`config.mk`:
```
export PLATFORM = sky130hd
export DESIGN_NAME = screen_scan_reader_flat
export DESIGN_NICKNAME = d
export VERILOG_FILES = /design/src/rtl/screen_pkg.sv /design/src/rtl/screen_scan_reader_if.sv /design/src/rtl/screen_sync_delay.sv /design/src/rtl/screen_scan_reader.sv /design/src/flat_wrapper.sv
export SDC_FILE = /design/constraint.sdc
export NUM_CORES = 1
export LEC_CHECK = 0
export BUFFER_PORTS_ARGS = -buffer_cell sky130_fd_sc_hd__buf_2
export CAP_MARGIN = 25
export CORE_ASPECT_RATIO = 0.9
export CORE_MARGIN = 2
export CORE_UTILIZATION = 42
export DETAILED_ROUTE_END_ITERATION = 10
export PLACE_DENSITY_LB_ADDON = 0.3
export SYNTH_ARGS = -nofsm -noshare
export SYNTH_HDL_FRONTEND = slang
export SYNTH_SLANG_ARGS = --single-unit
```
`constraint.sdc`:
```
create_clock -name clk -period 1.3 [get_ports clk]
set_input_delay 0.13 -clock clk [delete_from_list [all_inputs] [get_ports clk]]
set_output_delay 0.13 -clock clk [all_outputs]
set_load 0.01 [all_outputs]
```
`src/rtl/screen_pkg.sv`:
```
// Screen buffer geometry, colour type and default palette, shared by the
// scan-out reader and the screen_control writers.
package screen_pkg;

    localparam int unsigned SCR_W             = 128;
    localparam int unsigned SCR_H             = 128;
    localparam int unsigned SCR_BYTES_PER_ROW = 16;
    localparam int unsigned SCR_ADDR_W        = 11;
    localparam int unsigned COORD_W           = 11;
    localparam int unsigned COLOR_W           = 16;

    typedef logic [COLOR_W-1:0] color_t;

    localparam color_t FG_DEFAULT        = 16'hFFFF;
    localparam color_t BG_DEFAULT        = 16'h0000;
    localparam color_t OUT_COLOR_DEFAULT = 16'h001F;

    // Video timing flags that travel together through realignment delays.
    typedef struct packed {
        logic de;
        logic hsync;
        logic vsync;
    } sync_t;

endpackage

```
`src/rtl/screen_scan_reader_if.sv`:
```
// Screen RAM read port: the scan reader is master, the RAM is slave.
interface screen_scan_reader_if;
    import screen_pkg::*;

    logic                  rd_en;
    logic [SCR_ADDR_W-1:0] rd_addr;
    logic [7:0]            rd_data;

    modport master (output rd_en, output rd_addr, input rd_data);
    modport slave  (input rd_en, input rd_addr, output rd_data);

endinterface

```
`src/rtl/screen_sync_delay.sv`:
```
// Two-stage delay for {de, hsync, vsync} with a configurable reset level.
module screen_sync_delay
    import screen_pkg::*;
#(
    parameter sync_t RST_VAL = sync_t'(3'b011)
) (
    input  logic  clk,
    input  logic  rst,
    input  sync_t i_sync,
    output logic  o_de1,
    output sync_t o_sync
);

    sync_t r_stage1;
    sync_t r_stage2;

    always_ff @(posedge clk) begin
        if (rst) begin
            r_stage1 <= RST_VAL;
            r_stage2 <= RST_VAL;
        end else begin
            r_stage1 <= i_sync;
            r_stage2 <= r_stage1;
        end
    end

    // Stage-1 de lets the pixel path gate its colour in step with de_out.
    assign o_de1  = r_stage1.de;
    assign o_sync = r_stage2;

endmodule

```
`src/rtl/screen_scan_reader.sv`:
```
// Screen buffer scan-out: window address generation, byte fetch and MSB-first
// pixel serialiser. Define SCREEN_SCALE2_EN for a 2x2-scaled 256x256 window.
module screen_scan_reader
    import screen_pkg::*;
#(
    parameter logic [COORD_W-1:0] XOFF      = 11'd256,
    parameter logic [COORD_W-1:0] YOFF      = 11'd176,
    parameter color_t             FG        = FG_DEFAULT,
    parameter color_t             BG        = BG_DEFAULT,
    parameter color_t             OUT_COLOR = OUT_COLOR_DEFAULT,
    parameter logic               SYNC_IDLE = 1'b1
) (
    input  logic                 clk,
    input  logic                 rst,
    input  logic                 de_in,
    input  logic                 hsync_in,
    input  logic                 vsync_in,
    input  logic [COORD_W-1:0]   x_in,
    input  logic [COORD_W-1:0]   y_in,
    screen_scan_reader_if.master rd_bus,
    output color_t               rgb_out,
    output logic                 hsync_out,
    output logic                 vsync_out,
    output logic                 de_out
);

`ifdef SCREEN_SCALE2_EN
    localparam int unsigned SCALE_SH = 1;
`else
    localparam int unsigned SCALE_SH = 0;
`endif
    localparam int unsigned WIN_W = SCR_W << SCALE_SH;
    localparam int unsigned WIN_H = SCR_H << SCALE_SH;
    localparam int unsigned EXT_W = COORD_W + 1;

    logic [EXT_W-1:0]      w_dx;
    logic [EXT_W-1:0]      w_dy;
    logic [6:0]            w_col;
    logic [6:0]            w_row;
    logic                  w_inwin;
    logic                  w_phase_ok;
    logic                  w_load0;
    logic [SCR_ADDR_W-1:0] w_addr;
    logic [SCR_ADDR_W-1:0] r_addr_hold;

    // Offsets below the window wrap to large values, so one compare per axis suffices.
    assign w_dx    = EXT_W'(x_in) - EXT_W'(XOFF);
    assign w_dy    = EXT_W'(y_in) - EXT_W'(YOFF);
    assign w_inwin = de_in && (w_dx < EXT_W'(WIN_W)) && (w_dy < EXT_W'(WIN_H));
    assign w_col   = 7'(w_dx >> SCALE_SH);
    assign w_row   = 7'(w_dy >> SCALE_SH);
    assign w_addr  = {w_row, w_col[6:3]};

`ifdef SCREEN_SCALE2_EN
    assign w_phase_ok = ~x_in[0];
`else
    assign w_phase_ok = 1'b1;
`endif

    assign w_load0        = w_inwin && (w_col[2:0] == 3'd0) && w_phase_ok;
    assign rd_bus.rd_en   = w_load0;
    assign rd_bus.rd_addr = w_load0 ? w_addr : r_addr_hold;

    logic r_inwin1;
    logic r_load1;

    always_ff @(posedge clk) begin
        if (rst) begin
            r_addr_hold <= '0;
            r_inwin1    <= 1'b0;
            r_load1     <= 1'b0;
        end else begin
            if (w_load0) begin
                r_addr_hold <= w_addr;
            end
            r_inwin1 <= w_inwin;
            r_load1  <= w_load0;
        end
    end

    sync_t w_sync_in;
    sync_t w_sync_out;
    logic  w_de1;

    assign w_sync_in = '{de: de_in, hsync: hsync_in, vsync: vsync_in};

    screen_sync_delay #(
        .RST_VAL(sync_t'({1'b0, SYNC_IDLE, SYNC_IDLE}))
    ) u_sync_delay (
        .clk    (clk),
        .rst    (rst),
        .i_sync (w_sync_in),
        .o_de1  (w_de1),
        .o_sync (w_sync_out)
    );

    assign de_out    = w_sync_out.de;
    assign hsync_out = w_sync_out.hsync;
    assign vsync_out = w_sync_out.vsync;

    logic [7:0] r_shreg;
    logic [7:0] w_shreg_load;
    logic       w_shift_ok;
    logic       w_bit;
    color_t     r_rgb;

`ifdef SCREEN_SCALE2_EN
    logic r_xodd1;

    always_ff @(posedge clk) begin
        if (rst) begin
            r_xodd1 <= 1'b0;
        end else begin
            r_xodd1 <= x_in[0];
        end
    end

    // Each bit is shown on an even/odd pixel pair, so load unshifted and advance after the odd one.
    assign w_shreg_load = rd_bus.rd_data;
    assign w_shift_ok   = r_xodd1;
`else
    // Bit 7 is consumed on the load pixel, so the register starts at bit 6.
    assign w_shreg_load = {rd_bus.rd_data[6:0], 1'b0};
    assign w_shift_ok   = 1'b1;
`endif

    assign w_bit = r_load1 ? rd_bus.rd_data[7] : r_shreg[7];

    always_ff @(posedge clk) begin
        if (rst) begin
            r_shreg <= '0;
            r_rgb   <= '0;
        end else begin
            if (r_load1) begin
                r_shreg <= w_shreg_load;
            end else if (r_inwin1 && w_shift_ok) begin
                r_shreg <= {r_shreg[6:0], 1'b0};
            end

            if (!w_de1) begin
                r_rgb <= '0;
            end else if (!r_inwin1) begin
                r_rgb <= OUT_COLOR;
            end else if (w_bit) begin
                r_rgb <= FG;
            end else begin
                r_rgb <= BG;
            end
        end
    end

    assign rgb_out = r_rgb;

endmodule

```
`src/flat_wrapper.sv`:
```
// flat-port wrapper written by rule: the top's interface ports become plain ports
module screen_scan_reader_flat import screen_pkg::*;
#(
    parameter logic [COORD_W-1:0] XOFF      = 11'd256,
    parameter logic [COORD_W-1:0] YOFF      = 11'd176,
    parameter color_t             FG        = FG_DEFAULT,
    parameter color_t             BG        = BG_DEFAULT,
    parameter color_t             OUT_COLOR = OUT_COLOR_DEFAULT,
    parameter logic               SYNC_IDLE = 1'b1
)
  (clk, rst, de_in, hsync_in, vsync_in, x_in, y_in, rgb_out, hsync_out, vsync_out, de_out, rd_bus_rd_en, rd_bus_rd_addr, rd_bus_rd_data);
  screen_scan_reader_if rd_bus_i ();
  input  logic clk;
  input  logic rst;
  input  logic de_in;
  input  logic hsync_in;
  input  logic vsync_in;
  input  logic [COORD_W-1:0] x_in;
  input  logic [COORD_W-1:0] y_in;
  output color_t rgb_out;
  output logic hsync_out;
  output logic vsync_out;
  output logic de_out;
  output wire logic [$bits(rd_bus_i.rd_en)-1:0] rd_bus_rd_en;
  output wire logic [$bits(rd_bus_i.rd_addr)-1:0] rd_bus_rd_addr;
  input wire logic [$bits(rd_bus_i.rd_data)-1:0] rd_bus_rd_data;
  assign rd_bus_rd_en = rd_bus_i.rd_en;
  assign rd_bus_rd_addr = rd_bus_i.rd_addr;
  assign rd_bus_i.rd_data = rd_bus_rd_data;
  screen_scan_reader #(.XOFF(XOFF), .YOFF(YOFF), .FG(FG), .BG(BG), .OUT_COLOR(OUT_COLOR), .SYNC_IDLE(SYNC_IDLE)) u_core (.clk(clk), .rst(rst), .de_in(de_in), .hsync_in(hsync_in), .vsync_in(vsync_in), .x_in(x_in), .y_in(y_in), .rd_bus(rd_bus_i), .rgb_out(rgb_out), .hsync_out(hsync_out), .vsync_out(vsync_out), .de_out(de_out));
endmodule
```
==> run summary <==
The run finished, with violations left. The final reports fail on setup timing. The tools report the clock root buffer master as sky130_fd_sc_hd__clkbuf_8. The capture point of the worst reg-to-reg path was u_core.r_shreg[5].

Leaving out fill and tap cells, the most frequent cell in the layout is sky130_fd_sc_hd__buf_2. The fraction of power consumed by the clock network was 38.8%. The final setup TNS is -4136 ps. The tools report the pin count of the biggest net entering global routing as 38. The first global-routing pass estimated 4671 um of wire.

The routed layout has 1190 vias. The critical path crosses 8 cells after its start point. Setup repair after global routing could not meet its margin everywhere.

The final estimated routing congestion in global placement came out at 0.6757. The family of cells with the greatest summed delay on the critical path was buffers and inverters. Setup violations remaining at the end of the flow were counted as 15. The net switching power came out at 0.0003336 W. For the data required time of the worst path, the log shows 1170 ps. From left edge to right edge, the die measures 66.39 um. The number of input and output port buffers inserted was 65; the worst stage delay on the critical path was 310 ps.

Post-detailed-placement half-perimeter wirelength: 2106 um. The analysis attributes to cell leakage a power of 1.026 nW. The max-slew violation total from the final report was 0.

The cell count after synthesis was 152. After synthesis, flip-flops and latches occupy 38.10% of the total area. The logs give 1471 sq um for the mapped cell area and 28 for the clock sink count. The Yosys step of the flow raised 0 warnings.

The worst-case IR drop observed on VDD is 0.4702 mV. In this run the power density over the cells is 844.1 nW/um^2. The kind of path behind the tightest hold check was primary input to flop. The transition time of the tightest slew-check pin was 482.5 ps. The critical path ends at rd_bus_rd_addr[5].

Startpoint of the most critical register-to-register path: u_core.r_inwin1. The critical path class was primary input to output port. The longest clock path from root to sink contains 2 buffers. Global routing consumed, over all layers together, 14.77% of the routing resources. The library cells used most frequently in the layout, excluding fill and tap cells, are sky130_fd_sc_hd__buf_2 (53), sky130_fd_sc_hd__dfxtp_1 (27), sky130_fd_sc_hd__nand2b_1 (22).

Number of clock buffers inserted by TritonCTS: 3. The run gives 249 as the number of cells after detailed placement. For the relative contribution of sequential cells to total power, the log shows 50.7%. The core region is 3353 sq um. The maximum clock frequency is 0.6002 GHz. The initial antenna violation count is 0, and the path depth of the worst reg2reg path is 4.

The tools report the critical path launch point type as a primary input. The signal on the critical path passes through buf_8, ha_4, nand4b_1, a21oi_2, o211ai_2, buf_12, mux2_4, buf_6. Portion of the clock cycle consumed by the worst path in the final layout: 128.2%. Net switching is 19.46% of the power. The tools report the depth of the CTS H-tree as 1. The minimum clock period after layout came out at 1666 ps. The count of buffering cells on the critical path with inverters included was 3. TritonCTS built the clock tree. The total of flip-flops plus latches after synthesis works out to 28.

For the reg2reg setup slack, the log shows 240 ps. The worst-skew pair later-pin latency was 260 ps; the top-level I/O count was 66. After layout, the design draws a total of 0.001714 W. After synthesis, the netlist uses 27 different library cells. For the residual overflow from global routing, the log shows 0. The tools report the start point of the critical path as y_in[4].

When the netlist entered floorplanning its net count stood at 188. The total internal power came out at 0.001381 W. At the end of the flow, the number of nets in the layout was 251. The mean number of vias per cell works out to 4.612. The tools report the slack of the critical path as -366.0 ps.

The run gives 10.4% as the part of the total power dissipated in combinational logic. Before antenna repair, the detailed router went through 4 iterations. The arrival time at the worst endpoint was 1540 ps; the ratio of cells with drive above 1 in the final layout was 50.93%.

For this configuration, the core starts out at a cell density of 43.88%. The clock arrives with 3.862 ps of skew. The slowest stage of the critical path belongs to the cell sky130_fd_sc_hd__mux2_4. After the flow finishes, the layout carries non-filler instances totaling 258.

The number of antenna cells inserted was 0; the floorplan die area was 3993 sq um. Post-route DRC violation count: 0. The height of the die works out to 60.15 um. Clock-pin slew was measured on the worst setup and hold paths at 90 ps.

The worst pin sits at a relative slew slack of 67.83%. For the count of fill cells added during filler insertion, the log shows 298. The tools report the hold violation total from the final report as 0. The layout-stage area growth over the synthesis result was 38.01%; the via count of the first global-routing pass was 1158. The final layout contains routed wiring with a total length of 2792 um. Across the run, the number of max-cap violations was 0. The worst setup path is captured at an output port. The site row count came out at 20. The maximum fanout along the worst path was 14; the antenna violation net count after detailed routing was 0. Each instance of the synthesized netlist takes up on average 9.680 sq um. Dividing the detail-routed wire length by the instance count gives 10.82 um. For this block, the initial DRC count from the detailed router was 24.
==> power groups by stage <==
| stage | registers, W | logic (W) | clock network (W) |
|---|---|---|---|
| global route | 0.000871 | 0.000199 | 0.000731 |
| CTS | 0.000870 | 0.000176 | 0.000692 |
| finish | 0.000870 | 0.000179 | 0.000665 |
| global placement | 0.000890 | 0.000152 | 0 |
| floorplan | 0.000893 | 0.0000720 | 0 |
| detailed placement | 0.000890 | 0.000159 | 0 |
==> sequential cells by signal, summed over array words and instances (netlist names) <==
register and flops:
u_core.r_shreg 7, u_core.u_sync_delay.o_de1 1, u_core.r_load1 1, u_core.rgb_out 2
u_core.u_sync_delay.r_stage1 2, u_core.r_addr_hold 11, u_core.u_sync_delay.o_sync 3, u_core.r_inwin1 1
==> worst reg2reg max path: cells and delay by family (launching register included) <==
family             cells  cell delay, ps
and+or+nand+nor        2             110
muxes                  1             220
DFF                    1             470
AOI/OAI and AO/OA      1             140
==> worst min path at each step <==
stage,from,end,slack [ps],cells past startpoint
global placement,vsync_in,u_core.u_sync_delay.r_stage1[0],310,2
global route,vsync_in,u_core.u_sync_delay.r_stage1[0],20,2
detailed placement,vsync_in,u_core.u_sync_delay.r_stage1[0],320,2
CTS,vsync_in,u_core.u_sync_delay.r_stage1[0],30,2
finish,vsync_in,u_core.u_sync_delay.r_stage1[0],40,2
floorplan,vsync_in,u_core.u_sync_delay.r_stage1[0],230,1
==> synth_stat cells <==
cell / instances / area share, %
sky130_fd_sc_hd__a21o_1: 1 / 0.51
sky130_fd_sc_hd__a21oi_1: 9 / 3.1
sky130_fd_sc_hd__a31oi_1: 1 / 0.43
sky130_fd_sc_hd__and3_1: 1 / 0.43
sky130_fd_sc_hd__buf_4: 15 / 7.7
sky130_fd_sc_hd__buf_6: 1 / 0.77
sky130_fd_sc_hd__clkbuf_1: 7 / 1.8
sky130_fd_sc_hd__dfxtp_1: 28 / 38
sky130_fd_sc_hd__ha_1: 1 / 0.85
sky130_fd_sc_hd__inv_1: 2 / 0.51
sky130_fd_sc_hd__mux2_2: 2 / 1.5
sky130_fd_sc_hd__mux2_4: 9 / 9.2
sky130_fd_sc_hd__mux2i_1: 18 / 12
sky130_fd_sc_hd__nand2b_1: 22 / 9.4
sky130_fd_sc_hd__nand3_1: 1 / 0.34
sky130_fd_sc_hd__nand4b_1: 1 / 0.60
sky130_fd_sc_hd__nor2_1: 17 / 4.3
sky130_fd_sc_hd__nor2b_1: 1 / 0.43
sky130_fd_sc_hd__nor3_1: 3 / 1.0
sky130_fd_sc_hd__nor3b_1: 2 / 1.0
sky130_fd_sc_hd__nor3b_2: 1 / 0.85
sky130_fd_sc_hd__nor4_1: 1 / 0.43
sky130_fd_sc_hd__nor4b_2: 1 / 1.0
sky130_fd_sc_hd__o211ai_2: 1 / 0.85
sky130_fd_sc_hd__or2_2: 4 / 1.7
sky130_fd_sc_hd__or3_1: 1 / 0.43
sky130_fd_sc_hd__xnor2_1: 1 / 0.60
==> layout make-up <==
| type | instances | area, sq um | share of cell area, % |
|---|---|---|---|
| Timing Repair Buffer | 81 | 540.5 | 26.62 |
| Clock buffer | 3 | 41.29 | 2.033 |
| Multi-Input combinational cell | 99 | 794.5 | 39.13 |
| Inverter | 2 | 7.507 | 0.3697 |
| Tap cell | 44 | 55.05 | 2.711 |
| Sequential cell | 28 | 561.8 | 27.66 |
| Clock inverter | 1 | 30.03 | 1.479 |
==> logic make-up (layout without fill, tap and decap cells) <==
family                     Yosys count  in the layout  share of synthesized area [%]
AOI/OAI and AO/OA                   12             12                          4.847
and+or+nand+nor                     56             56                          21.94
muxes                               29             29                          22.96
buffers and inverters               25             87                          10.71
xor gates and xnor gates             1              1                         0.5953
DFF                                 28             28                          38.10
adders and majority gates            1              1                         0.8502
==> layer usage <==
metal,wire [um],GRT usage (%),vias to the layer above,share of wire (%)
li1,-,-,616,-
met1,1097,15.72,535,39
met2,1491,30.29,39,53
met3,203,2.637,0,7.3
met4,0,2.624,0,0
met5,0,0,-,0
==> what timing repair did <==
action,CTS,global route
endpoints found under the setup margin,12,17
resized for setup,20,1
hold buffers,0,0
pin swaps,1,0
setup buffers,3,2
==> metrics by stage <==
stage	utilization (%)	area (sq um)	worst slack (ps)	hold slack (ps)
final	60.56	2031	-366.0	37.71
after detailed placement	54.07	1813	-458.6	316.8
after global routing	60.56	2031	-426.2	16.81
after floorplan	-	1488	-83.25	233.8
after global placement	54.07	1813	-355.9	313.6
after CTS	60.07	2014	-378.0	28.72
Power figures use the tool's default switching activity.
